--- config.mk ---
export PLATFORM = sky130hd
export DESIGN_NAME = pacman_motion_ctrl
export DESIGN_NICKNAME = d
export VERILOG_FILES = /design/src/rtl/pacman_pkg.sv /design/src/rtl/pacman_key_decoder.sv /design/src/rtl/pacman_motion_ctrl.sv
export SDC_FILE = /design/constraint.sdc
export NUM_CORES = 1
export LEC_CHECK = 0
export ABC_AREA = 1
export CAP_MARGIN = 20
export CORE_ASPECT_RATIO = 0.9
export CORE_UTILIZATION = 38
export CTS_CLUSTER_DIAMETER = 50
export DETAILED_ROUTE_END_ITERATION = 7
export PLACE_DENSITY_LB_ADDON = 0.1
export SYNTH_ARGS = -nofsm -noshare
export SYNTH_HDL_FRONTEND = slang
export SYNTH_HIERARCHICAL = 1
export SYNTH_SLANG_ARGS = --single-unit
--- constraint.sdc ---
create_clock -name i_clk -period 5.4 [get_ports i_clk]
set_clock_uncertainty 0.1 [all_clocks]
set_input_delay 1.08 -clock i_clk [delete_from_list [all_inputs] [get_ports i_clk]]
set_output_delay 1.08 -clock i_clk [all_outputs]
set_load 0.05 [all_outputs]
--- src/rtl/pacman_pkg.sv ---
// Shared direction/key codes, grid geometry and helpers for the Pac-Man movement engine.
package pacman_pkg;

   localparam logic [1:0] DIR_UP    = 2'd0;
   localparam logic [1:0] DIR_LEFT  = 2'd1;
   localparam logic [1:0] DIR_DOWN  = 2'd2;
   localparam logic [1:0] DIR_RIGHT = 2'd3;

   localparam logic [7:0] KEY_UP    = 8'hf7;
   localparam logic [7:0] KEY_LEFT  = 8'he1;
   localparam logic [7:0] KEY_DOWN  = 8'hf3;
   localparam logic [7:0] KEY_RIGHT = 8'he4;

   localparam int CELL_SHIFT = 4;
   localparam int GRID_BITS  = 5;

   typedef enum logic [2:0] {
      ST_IDLE,
      ST_REQ_W,
      ST_RD_W,
      ST_REQ_C,
      ST_RD_C,
      ST_STEP
   } motion_state_t;

   function automatic logic [1:0] opposite(input logic [1:0] d);
      return d ^ 2'd2;
   endfunction

   // Tile address {row, col} of the cell next to the one containing (x, y); wraps mod 32.
   function automatic logic [2*GRID_BITS-1:0] neighbour_addr(input logic [8:0] x,
                                                             input logic [8:0] y,
                                                             input logic [1:0] d);
      logic [GRID_BITS-1:0] row;
      logic [GRID_BITS-1:0] col;
      row = y[CELL_SHIFT +: GRID_BITS];
      col = x[CELL_SHIFT +: GRID_BITS];
      case (d)
         DIR_UP:   row = row - 5'd1;
         DIR_LEFT: col = col - 5'd1;
         DIR_DOWN: row = row + 5'd1;
         default:  col = col + 5'd1;
      endcase
      return {row, col};
   endfunction

endpackage

--- src/rtl/pacman_key_decoder.sv ---
// Keycode acknowledge handshake and the wanted-direction register.
// One-cycle strobe per accepted code; the input is ignored while the strobe is high.
module pacman_key_decoder
   import pacman_pkg::*;
(
   input  logic       i_clk,
   input  logic       i_rst_n,
   input  logic [7:0] i_keycode,
   output logic       o_keystrobe,
   output logic [1:0] o_want_dir
);

   logic       r_keystrobe;
   logic [1:0] r_want_dir;

   always_ff @(posedge i_clk or negedge i_rst_n) begin
      if (!i_rst_n) begin
         r_keystrobe <= 1'b0;
         r_want_dir  <= DIR_LEFT;
      end else if (i_keycode[7] && !r_keystrobe) begin
         r_keystrobe <= 1'b1;
         // Unknown codes are still acknowledged but leave the wanted direction alone.
         case (i_keycode)
            KEY_UP:    r_want_dir <= DIR_UP;
            KEY_LEFT:  r_want_dir <= DIR_LEFT;
            KEY_DOWN:  r_want_dir <= DIR_DOWN;
            KEY_RIGHT: r_want_dir <= DIR_RIGHT;
            default:   r_want_dir <= r_want_dir;
         endcase
      end else begin
         r_keystrobe <= 1'b0;
      end
   end

   assign o_keystrobe = r_keystrobe;
   assign o_want_dir  = r_want_dir;

endmodule

--- src/rtl/pacman_motion_ctrl.sv ---
// Per-frame Pac-Man movement: key decode, tile-RAM wall lookup and position update on each vsync rise.
// Aligned frames take 3 cycles plus grant wait, mid-cell frames 1 cycle; ticks arriving while busy are dropped.
module pacman_motion_ctrl
   import pacman_pkg::*;
#(
   parameter logic [8:0] START_X = 9'd16,
   parameter logic [8:0] START_Y = 9'd16,
   parameter int         SPEED   = 2
) (
   input  logic       i_clk,
   input  logic       i_rst_n,
   input  logic       i_vsync,
   input  logic [7:0] i_keycode,
   output logic       o_keystrobe,
   output logic       o_tile_req,
   input  logic       i_tile_grant,
   output logic [9:0] o_tile_addr,
   input  logic [7:0] i_tile_rdata,
   output logic [8:0] o_pac_x,
   output logic [8:0] o_pac_y,
   output logic [1:0] o_direction,
   output logic       o_moving
);

   localparam logic [8:0] STEP_PX = 9'(SPEED);

   motion_state_t r_state, w_state;
   logic          r_vsync_q;
   logic [8:0]    r_pac_x, w_pac_x;
   logic [8:0]    r_pac_y, w_pac_y;
   logic [1:0]    r_dir, w_dir;
   logic          r_moving, w_moving;
   logic          r_tile_req, w_tile_req;
   logic [9:0]    r_tile_addr, w_tile_addr;

   logic [1:0]    w_want_dir;
   logic          w_tick;
   logic          w_aligned;
   logic          w_wall;
   logic          w_unused_rdata;

   pacman_key_decoder u_key_decoder (
      .i_clk       (i_clk),
      .i_rst_n     (i_rst_n),
      .i_keycode   (i_keycode),
      .o_keystrobe (o_keystrobe),
      .o_want_dir  (w_want_dir)
   );

   assign w_tick         = i_vsync & ~r_vsync_q;
   assign w_aligned      = (r_pac_x[CELL_SHIFT-1:0] == '0) && (r_pac_y[CELL_SHIFT-1:0] == '0);
   assign w_wall         = |i_tile_rdata[1:0];
   assign w_unused_rdata = ^i_tile_rdata[7:2];

   always_comb begin
      w_state     = r_state;
      w_pac_x     = r_pac_x;
      w_pac_y     = r_pac_y;
      w_dir       = r_dir;
      w_moving    = r_moving;
      w_tile_req  = r_tile_req;
      w_tile_addr = r_tile_addr;
      case (r_state)
         ST_IDLE: begin
            if (w_tick) begin
               if (!w_aligned) begin
                  // Mid-cell only an about-face is allowed; turns wait for the next cell boundary.
                  if (w_want_dir == opposite(r_dir)) w_dir = w_want_dir;
                  w_state = ST_STEP;
               end else begin
                  w_tile_addr = neighbour_addr(r_pac_x, r_pac_y, w_want_dir);
                  w_tile_req  = 1'b1;
                  w_state     = ST_REQ_W;
               end
            end
         end
         ST_REQ_W, ST_REQ_C: begin
            if (i_tile_grant) begin
               w_tile_req = 1'b0;
               w_state    = (r_state == ST_REQ_W) ? ST_RD_W : ST_RD_C;
            end
         end
         ST_RD_W: begin
            if (!w_wall) begin
               w_dir   = w_want_dir;
               w_state = ST_STEP;
            end else if (w_want_dir == r_dir) begin
               w_moving = 1'b0;
               w_state  = ST_IDLE;
            end else begin
               // Wanted turn is blocked: fall back to continuing in the current direction.
               w_tile_addr = neighbour_addr(r_pac_x, r_pac_y, r_dir);
               w_tile_req  = 1'b1;
               w_state     = ST_REQ_C;
            end
         end
         ST_RD_C: begin
            if (!w_wall) begin
               w_state = ST_STEP;
            end else begin
               w_moving = 1'b0;
               w_state  = ST_IDLE;
            end
         end
         ST_STEP: begin
            case (r_dir)
               DIR_UP:   w_pac_y = r_pac_y - STEP_PX;
               DIR_LEFT: w_pac_x = r_pac_x - STEP_PX;
               DIR_DOWN: w_pac_y = r_pac_y + STEP_PX;
               default:  w_pac_x = r_pac_x + STEP_PX;
            endcase
            w_moving = 1'b1;
            w_state  = ST_IDLE;
         end
         default: w_state = ST_IDLE;
      endcase
   end

   always_ff @(posedge i_clk or negedge i_rst_n) begin
      if (!i_rst_n) begin
         r_state     <= ST_IDLE;
         r_vsync_q   <= 1'b0;
         r_pac_x     <= START_X;
         r_pac_y     <= START_Y;
         r_dir       <= DIR_LEFT;
         r_moving    <= 1'b0;
         r_tile_req  <= 1'b0;
         r_tile_addr <= '0;
      end else begin
         r_state     <= w_state;
         r_vsync_q   <= i_vsync;
         r_pac_x     <= w_pac_x;
         r_pac_y     <= w_pac_y;
         r_dir       <= w_dir;
         r_moving    <= w_moving;
         r_tile_req  <= w_tile_req;
         r_tile_addr <= w_tile_addr;
      end
   end

   assign o_tile_req  = r_tile_req;
   assign o_tile_addr = r_tile_addr;
   assign o_pac_x     = r_pac_x;
   assign o_pac_y     = r_pac_y;
   assign o_direction = r_dir;
   assign o_moving    = r_moving;

endmodule

==> results.txt, run 1 <==
----------------------------------------------------
[Worst setup path]
  CP bufs+invs ... 1
  Arrival time at the worst endpoint ... just under 2000 ps
  Origin of the worst setup path ... o_direction[0]
  Crit path largest cell delay ... 880 ps
  CP max-delay cell ... sky130_fd_sc_hd__clkdlybuf4s50_1
  Critical Path Sink Type ... output pin
  Cell family with the largest share of critical-path delay ... buffers and inverters
  CP max FO ... 16
  Data required time at the worst endpoint ... between 4000 and 5000 ps
  Worst R2R Start ... o_direction[0]
  Type of the worst setup path ... flop to output pin
  Cells along the critical path ... clkdlybuf4s50_1
  Startpoint type of the worst setup path ... flop

[Yosys]
  Main area contributors after synthesis ... sky130_fd_sc_hd__dfrtp_1, sky130_fd_sc_hd__nand2_1, sky130_fd_sc_hd__nand3_1
  Number of synthesized register bits ... 37
  Mean cell area of the mapped netlist ... approximately 6.6 sq um
  Share of async-settable or async-resettable flops after synthesis ... between 90% and 100%
  Share of synthesized area occupied by flip-flops and latches ... a little under a third
  Yosys warning count ... 6
  Xor and xnor fraction of the mapped netlist area ... about 6.5%
  Post-synthesis share of cell area spent on and, or, nand and nor gates ... approximately 38%
  Synth top area share ... approximately 28%
  Most used flip-flop cell after synthesis ... sky130_fd_sc_hd__dfrtp_1
  Fraction of synthesized area in multiplexers ... 0%
  Synth unique cells ... 38
  Commonest cells post-synth ... sky130_fd_sc_hd__nand2_1, sky130_fd_sc_hd__nand3_1, sky130_fd_sc_hd__inv_1
  Number of standard cells after synthesis ... 451
  Synth Area in Compound Gates ... between 9 and 10%
  Synthesized-area fraction occupied by adder cells ... under 10%
  Count of flip-flops with a built-in enable after synthesis ... 0
  Combinational family with the most area after synthesis ... simple AND/OR/NAND/NOR gates
  Library cell with the highest instance count after synthesis ... sky130_fd_sc_hd__nand2_1
  Post-Synthesis Cell Area ... approximately 0.0030 sq mm
  Dominant cell type by area after synthesis ... sky130_fd_sc_hd__dfrtp_1

[Power and ir drop]
  Largest voltage drop on the vdd net ... approximately 0.00033 V
  Sequential share of power ... around a quarter
  Comb power frac ... approximately two thirds
  Internal Dissipation ... a little over 1000 uW
  Switching power total ... between 1000 and 1500 uW
  Net switching share of the total power ... a little over half
  Total power density per cell area ... about 610 mW/mm^2
  Share of power burned in the clock network ... between 10 and 15%
  Leakage dissipation ... 0.00184 uW

[Cells and area]
  Non-filler cells, final ... ~600
  Diode count ... 0
  Layout overhead on the synthesized area ... 19.9%
  Layout Utilization ... between 40% and 50%
  Ratio of cells with drive above 1 in the final layout ... about 7.3%
  Nets@finish ... 520

[Floorplan]
  Core area ... 0.00758 sq mm
  Initial standard-cell utilization of the core ... between 30% and 40%
  Die Span Y ... approximately 86 um
  I/O pin cnt ... 53
  Number of core rows ... 30
  Overall die area ... approximately 0.0082 sq mm
  Width of the die ... roughly 95 um

[STA]
  Least setup slack across all paths after layout ... around 2300 ps
  Accumulated negative setup slack ... 0 ps
  Portion of the clock cycle consumed by the worst path in the final layout ... ~58%
  Fin. Hold Viols ... 0
  Count of endpoints failing setup in the final report ... 0
  Worst-margin pin slew ... 858 ps
  Maximum achievable frequency ... 320 MHz
  Worst hold margin ... about 380 ps
  RSZ-0062 raised after global routing ... no
  Normalized max-slew margin ... between 40% and 50%
  Max-slew violation count ... 0
  Minimum clock period after layout ... 3120 ps

[Clocking]
  Number of clock sinks ... 37
  Root buffer cell ... sky130_fd_sc_hd__clkbuf_8
  Post-CTS Repair Setup Buffers ... 0
  Number of buffers inserted for hold repair after clock tree synthesis ... 0
  Clock edge transition at the registers on the reported setup and hold paths ... 70 ps
  Number of clock buffers inserted by TritonCTS ... 5
  Post-cts repair resize count ... 0
  Maximum clock insertion buffer count ... 2
  H-tree levels ... 2
  Skew-Pair Late Insertion Delay ... roughly 290 ps
  CTS tree ... done

[Drt]
  Routed met1 length ... around 3700 um
  Number of DRC violations after detailed routing ... 0
  Average detailed-routed wire length per instance ... around 12 um
  Number of iterations in the first detailed-routing pass ... 4
  Detail-routed via count per cell ... roughly 5
  Routed wl met2 ... ~3100 um
  Top metal layer carrying routed signals ... met4
  Met3 wire length ... between 200 and 300 um
  Number of vias after detailed routing ... ~2900
  DRC violation total after the first TritonRoute iteration ... 140
  Routed wire length ... 7160 um
  Number of nets still failing antenna checks after routing ... 0

[Global route]
  Number of global-route vias before repair ... ~2600
  Number of antenna violations at the first check in global routing ... 0
  Maximum number of pins on one net before global-route repair ... 38
  Remaining Overflow, GRT ... 0
  Global routing usage summed across all routing layers ... between 10% and 20%
  Wire length of the first global-routing pass ... between 10000 and 15000 um

[Worst hold path]
  Launch instance of the worst min-delay path ... o_tile_addr[6]
  Type of the worst min-delay path ... flop to flop

[Place]
  Quantity of I/O buffers inserted on ports ... 44
  Setup Slack @ Placement ... 2570 ps
  DP Cell Count ... 580
  Routability congestion estimate from global placement ... just over 0.9
  Detailed placement HPWL ... approximately 5400 um

[Status]
  Outcome ... complete, no violations

[Job]
  Max-capacitance violation count ... 0

----------------------------------------------------
-- metal layers --
metal | up-vias | global-route usage [%]
li1 | 1508 | -
met1 | 1314 | 26.6
met2 | 57 | 29.7
met3 | 4 | 3.28
met4 | 0 | 3.26
met5 | - | 0
-- final cells by class --
type                            instances  area, sq um
Sequential cell                        37          931
Clock inverter                          1         30.0
Clock buffer                            7         86.3
Tap cell                               96          120
Timing Repair Buffer                   45          443
Fill cell                             794         4010
Inverter                               57          219
Multi-Input combinational cell        345         1750
-- stage by stage --
stage                     power [uW]  instance area, sq um
after global placement          1940                  3460
after floorplan                 1610                  2990
after detailed placement        1950                  3460
final                           2200                  3580
after global routing            2410                  3580
after CTS                       2220                  3580
-- cell usage in the layout (no fill, tap or decap), types with 2 or more instances in the layout --
cell	instances
sky130_fd_sc_hd__o21ai_0	17
sky130_fd_sc_hd__inv_4	2
sky130_fd_sc_hd__dfrtp_1	33
sky130_fd_sc_hd__nor2_2	5
sky130_fd_sc_hd__dfstp_2	4
sky130_fd_sc_hd__conb_1	2
sky130_fd_sc_hd__nand4_1	2
sky130_fd_sc_hd__clkbuf_8	6
sky130_fd_sc_hd__nor2_8	2
sky130_fd_sc_hd__inv_2	6
sky130_fd_sc_hd__nand2b_1	2
sky130_fd_sc_hd__nor2_1	25
sky130_fd_sc_hd__nand3_1	57
sky130_fd_sc_hd__nand2_1	160
sky130_fd_sc_hd__xor2_1	20
sky130_fd_sc_hd__clkdlybuf4s50_1	43
sky130_fd_sc_hd__xnor2_1	2
sky130_fd_sc_hd__o211ai_1	3
sky130_fd_sc_hd__inv_1	49
sky130_fd_sc_hd__nand2_2	3
sky130_fd_sc_hd__ha_1	9
sky130_fd_sc_hd__a21oi_1	13
sky130_fd_sc_hd__o21ai_1	10
-- sequential cells by signal, indices dropped and copies added, names as in the netlist --
register                   flops
o_tile_addr                   10
o_pac_x                        8
o_pac_y                        8
r_state                        3
o_direction                    2
u_key_decoder/o_want_dir       2
o_moving                       1
o_tile_req                     1
r_vsync_q                      1
u_key_decoder/o_keystrobe      1
-- cell families after synthesis --
group / count (synthesis)
AO/OA/AOI/OAI: 51
adder cells (fa/ha/maj): 9
XOR/XNOR: 22
other: 1
buffers and inverters: 70
flip-flops: 37
AND/OR/NAND/NOR: 261
-- final timing paths --
path	endpoint	slack (ps)	depth (start not counted)
min	o_tile_addr[6]	380	2
min reg2reg	o_tile_addr[6]	380	2
min in group asynchronous	r_state[2]	800	1
max	o_direction[0]	2280	1
max in group asynchronous	o_tile_addr[9]	3860	1
max reg2reg	o_pac_x[5]	3140	12
-- power by group through the flow --
stage	clock network (uW)	registers, uW	logic [uW]
5_1_grt	272	533	1610
3_3_place_gp	0	516	1430
3_5_place_dp	0	519	1440
6_report	252	512	1440
2_1_floorplan	0	740	873
4_1_cts	260	515	1440
(Power assumes the default switching activity.)
==> run 2, diff against run 1 <==
==> constraint.sdc (replaced) <==
create_clock -name i_clk -period 2.65 [get_ports i_clk]
set_clock_uncertainty 0.1 [all_clocks]
set_input_delay 0.53 -clock i_clk [delete_from_list [all_inputs] [get_ports i_clk]]
set_output_delay 0.53 -clock i_clk [all_outputs]
set_load 0.05 [all_outputs]
==> run 2 against run 1 <==
Sequential share of layout area fell by 0.21 points; non-clock buffer count rose by 5; count of clock-buffer cells in the layout fell by 1; cell count rose by 0.85%; global-route usage rose by 1.0 points.
==> results.txt, run 2 (same netlist as run 1, synthesis figures left out) <==
----------------------------------------------------
[Status]
  Outcome ... complete, no violations (unchanged)

[Worst setup path]
  Crit path largest cell delay ... 850 ps (was 880 ps)
  Number of cells traversed by the worst register-to-register path ... 12 (unchanged)
  Worst R2R Start ... o_direction[0] (unchanged)
  Capture point of the worst reg-to-reg path ... o_pac_x[5] (unchanged)
  Cell family with the largest share of critical-path delay ... buffers and inverters (unchanged)
  CP max FO ... 8 (was 16)
  CP bufs+invs ... 1 (unchanged)
  Arrival time at the worst endpoint ... 1790 ps (was 1940 ps)
  Data required time at the worst endpoint ... 2020 ps (was 4220 ps)
  CP max-delay cell ... sky130_fd_sc_hd__clkdlybuf4s50_1 (unchanged)
  Internal reg-to-reg setup slack ... 570 ps (was 3140 ps)
  Critical Path Sink Type ... output pin (unchanged)
  Cells along the critical path ... clkdlybuf4s50_1 (unchanged)
  Type of the worst setup path ... flop to output pin (unchanged)
  Startpoint type of the worst setup path ... flop (unchanged)

[Cells and area]
  Post-Layout Inst Area ... 0.00361 sq mm (was 0.00358 sq mm)
  Ratio of cells with drive above 1 in the final layout ... 8.25% (was 7.32%)
  Nets@finish ... 525 (was 520)
  Commonest non-fill, non-tap cells in the layout ... sky130_fd_sc_hd__nand2_1, sky130_fd_sc_hd__nand3_1, sky130_fd_sc_hd__inv_1, sky130_fd_sc_hd__clkdlybuf4s50_1, sky130_fd_sc_hd__dfrtp_1 (unchanged)
  Layout overhead on the synthesized area ... 20.9% (was 19.9%)
  Commonest non-fill, non-tap cell in the layout ... sky130_fd_sc_hd__nand2_1 (unchanged)
  Fill cell count ... 794 (unchanged)
  Diode count ... 0 (unchanged)
  Max FFs per register ... 10 (unchanged)

[Place]
  Total placed instance area ... 0.00350 sq mm (was 0.00346 sq mm)
  Routability congestion estimate from global placement ... 0.890 (was 0.907)
  Detailed placement HPWL ... 5570 um (was 5410 um)
  Quantity of I/O buffers inserted on ports ... 44 (unchanged)

[STA]
  Maximum achievable frequency ... ~410 MHz
  Fin. Hold Viols ... 0 (unchanged)
  Accumulated negative setup slack ... 0 ps (unchanged)
  Normalized max-slew margin ... 41.7% (was 42.8%)
  Count of endpoints failing setup in the final report ... 0 (unchanged)
  Max-slew violation count ... 0 (unchanged)
  Portion of the clock cycle consumed by the worst path in the final layout ... between 90% and 100%
  Minimum clock period after layout ... 2420 ps
  Worst-margin pin slew ... 874 ps (was 858 ps)
  RSZ-0062 raised after global routing ... no (unchanged)

[Floorplan]
  Die Span Y ... 86.1 um (unchanged)
  Number of core rows ... 30 (unchanged)
  Overall die area ... 0.00821 sq mm (unchanged)
  I/O pin cnt ... 53 (unchanged)
  Width of the die ... 95.4 um (unchanged)
  Core area ... 0.00758 sq mm (unchanged)
  Initial standard-cell utilization of the core ... 39.3% (unchanged)

[Global route]
  Maximum number of pins on one net before global-route repair ... 38 (unchanged)
  Remaining Overflow, GRT ... 0 (unchanged)
  Number of global-route vias before repair ... 2726 (was 2630)
  Number of antenna violations at the first check in global routing ... 0 (unchanged)
  Global routing usage summed across all routing layers ... 19.7% (was 18.7%)
  Wire length of the first global-routing pass ... 12900 um (was 12100 um)

[Drt]
  Number of DRC violations after detailed routing ... 0 (unchanged)
  Average detailed-routed wire length per instance ... 12.3 um (was 12.2 um)
  Number of vias after detailed routing ... 2895 (was 2883)
  Routed wire length ... 7310 um (was 7160 um)
  DRC violation total after the first TritonRoute iteration ... 209 (was 140)
  Number of iterations in the first detailed-routing pass ... 4 (unchanged)
  Detail-routed via count per cell ... 4.88 (was 4.90)
  Number of nets still failing antenna checks after routing ... 0 (unchanged)

[Power and ir drop]
  Comb power frac ... 66.6% (was 65.3%)
  Internal Dissipation ... 2070 uW (was 1010 uW)
  Switching power total ... 2450 uW (was 1190 uW)
  Largest voltage drop on the vdd net ... 0.000685 V (was 0.000329 V)
  Leakage dissipation ... 0.00186 uW (was 0.00184 uW)
  Total power density per cell area ... 1250 mW/mm^2 (was 615 mW/mm^2)
  Net switching share of the total power ... 54.2% (was 53.9%)
  Share of power burned in the clock network ... 11.0% (was 11.4%)
  Sequential share of power ... 22.4% (was 23.3%)

[Clocking]
  Skew-Pair Late Insertion Delay ... 290 ps (about the same)
  Post-cts repair resize count ... 0 (unchanged)
  Root buffer cell ... sky130_fd_sc_hd__clkbuf_8 (unchanged)
  H-tree levels ... 2 (unchanged)
  Clock edge transition at the registers on the reported setup and hold paths ... 90 ps (was 70 ps)
  Post-CTS Repair Setup Buffers ... 0 (unchanged)
  Number of clock sinks ... 37 (unchanged)
  CTS tree ... done (unchanged)
  Number of clock buffers inserted by TritonCTS ... 5 (unchanged)
  Maximum clock insertion buffer count ... 2 (unchanged)
  Number of buffers inserted for hold repair after clock tree synthesis ... 0 (unchanged)

[Worst hold path]
  Type of the worst min-delay path ... input port to asynchronous set/reset pin (was flop to flop)

[Job]
  Max-capacitance violation count ... 0 (unchanged)

----------------------------------------------------
run 2: cell count changes in the layout (fill, tap and decap cells not counted):
cell | before | now
sky130_fd_sc_hd__clkbuf_8 | 6 | 5
sky130_fd_sc_hd__buf_4 | 1 | 6
sky130_fd_sc_hd__clkinv_2 | 0 | 1
run 2: worst max path at each step:
stage | start | end | slack, ps | cells after the start
floorplan | o_direction[0] | o_pac_x[5] | 540 | 13
global placement | o_direction[0] | o_direction[0] | 550 | 1
detailed placement | o_direction[0] | o_direction[0] | 530 | 1
CTS | o_direction[0] | o_direction[0] | 200 | 1
global route | o_direction[0] | o_direction[0] | 170 | 1
finish | o_direction[0] | o_direction[0] | 230 | 1
run 2: power by group through the flow:
stage / Sequential (uW) / Combinational (uW) / Clock [uW]
3_5_place_dp: 1030 / 3000 / 0
4_1_cts: 1020 / 3020 / 516
3_3_place_gp: 1020 / 2980 / 0
6_report: 1010 / 3010 / 498
5_1_grt: 1050 / 3380 / 534
2_1_floorplan: 1510 / 1780 / 0
run 2: final cells by class:
class / instances / area (sq um) / area share [%]
flip-flops and latches: 37 / 931 / 25.8
inverters: 57 / 219 / 6.07
well taps: 96 / 120 / 3.33
multi-input cells: 345 / 1750 / 48.5
clock inverters: 2 / 35.0 / 0.972
repair buffers: 50 / 480 / 13.3
clock buffers: 6 / 72.6 / 2.01
run 2: layer usage:
layer  global-route usage (%)  share of wire, %  up-vias
met5                        0                 0        -
met4                     2.99              0.60        0
met3                     2.93               4.4        5
met2                     31.1                43       63
met1                     28.8                52     1308
li1                         -                 -     1519
run 2: stage by stage:
| stage | total power [uW] | utilization [%] | hold slack [ps] | std cells | worst slack, ps |
|---|---|---|---|---|---|
| 2_1_floorplan | 3290 | - | 134 | 452 | 537 |
| 3_3_place_gp | 4000 | 46.1 | 358 | 585 | 550 |
| 5_1_grt | 4970 | 47.6 | 333 | 593 | 174 |
| 4_1_cts | 4550 | 47.6 | 284 | 593 | 204 |
| 3_5_place_dp | 4030 | 46.1 | 360 | 585 | 528 |
| 6_report | 4520 | 47.6 | 246 | 593 | 227 |
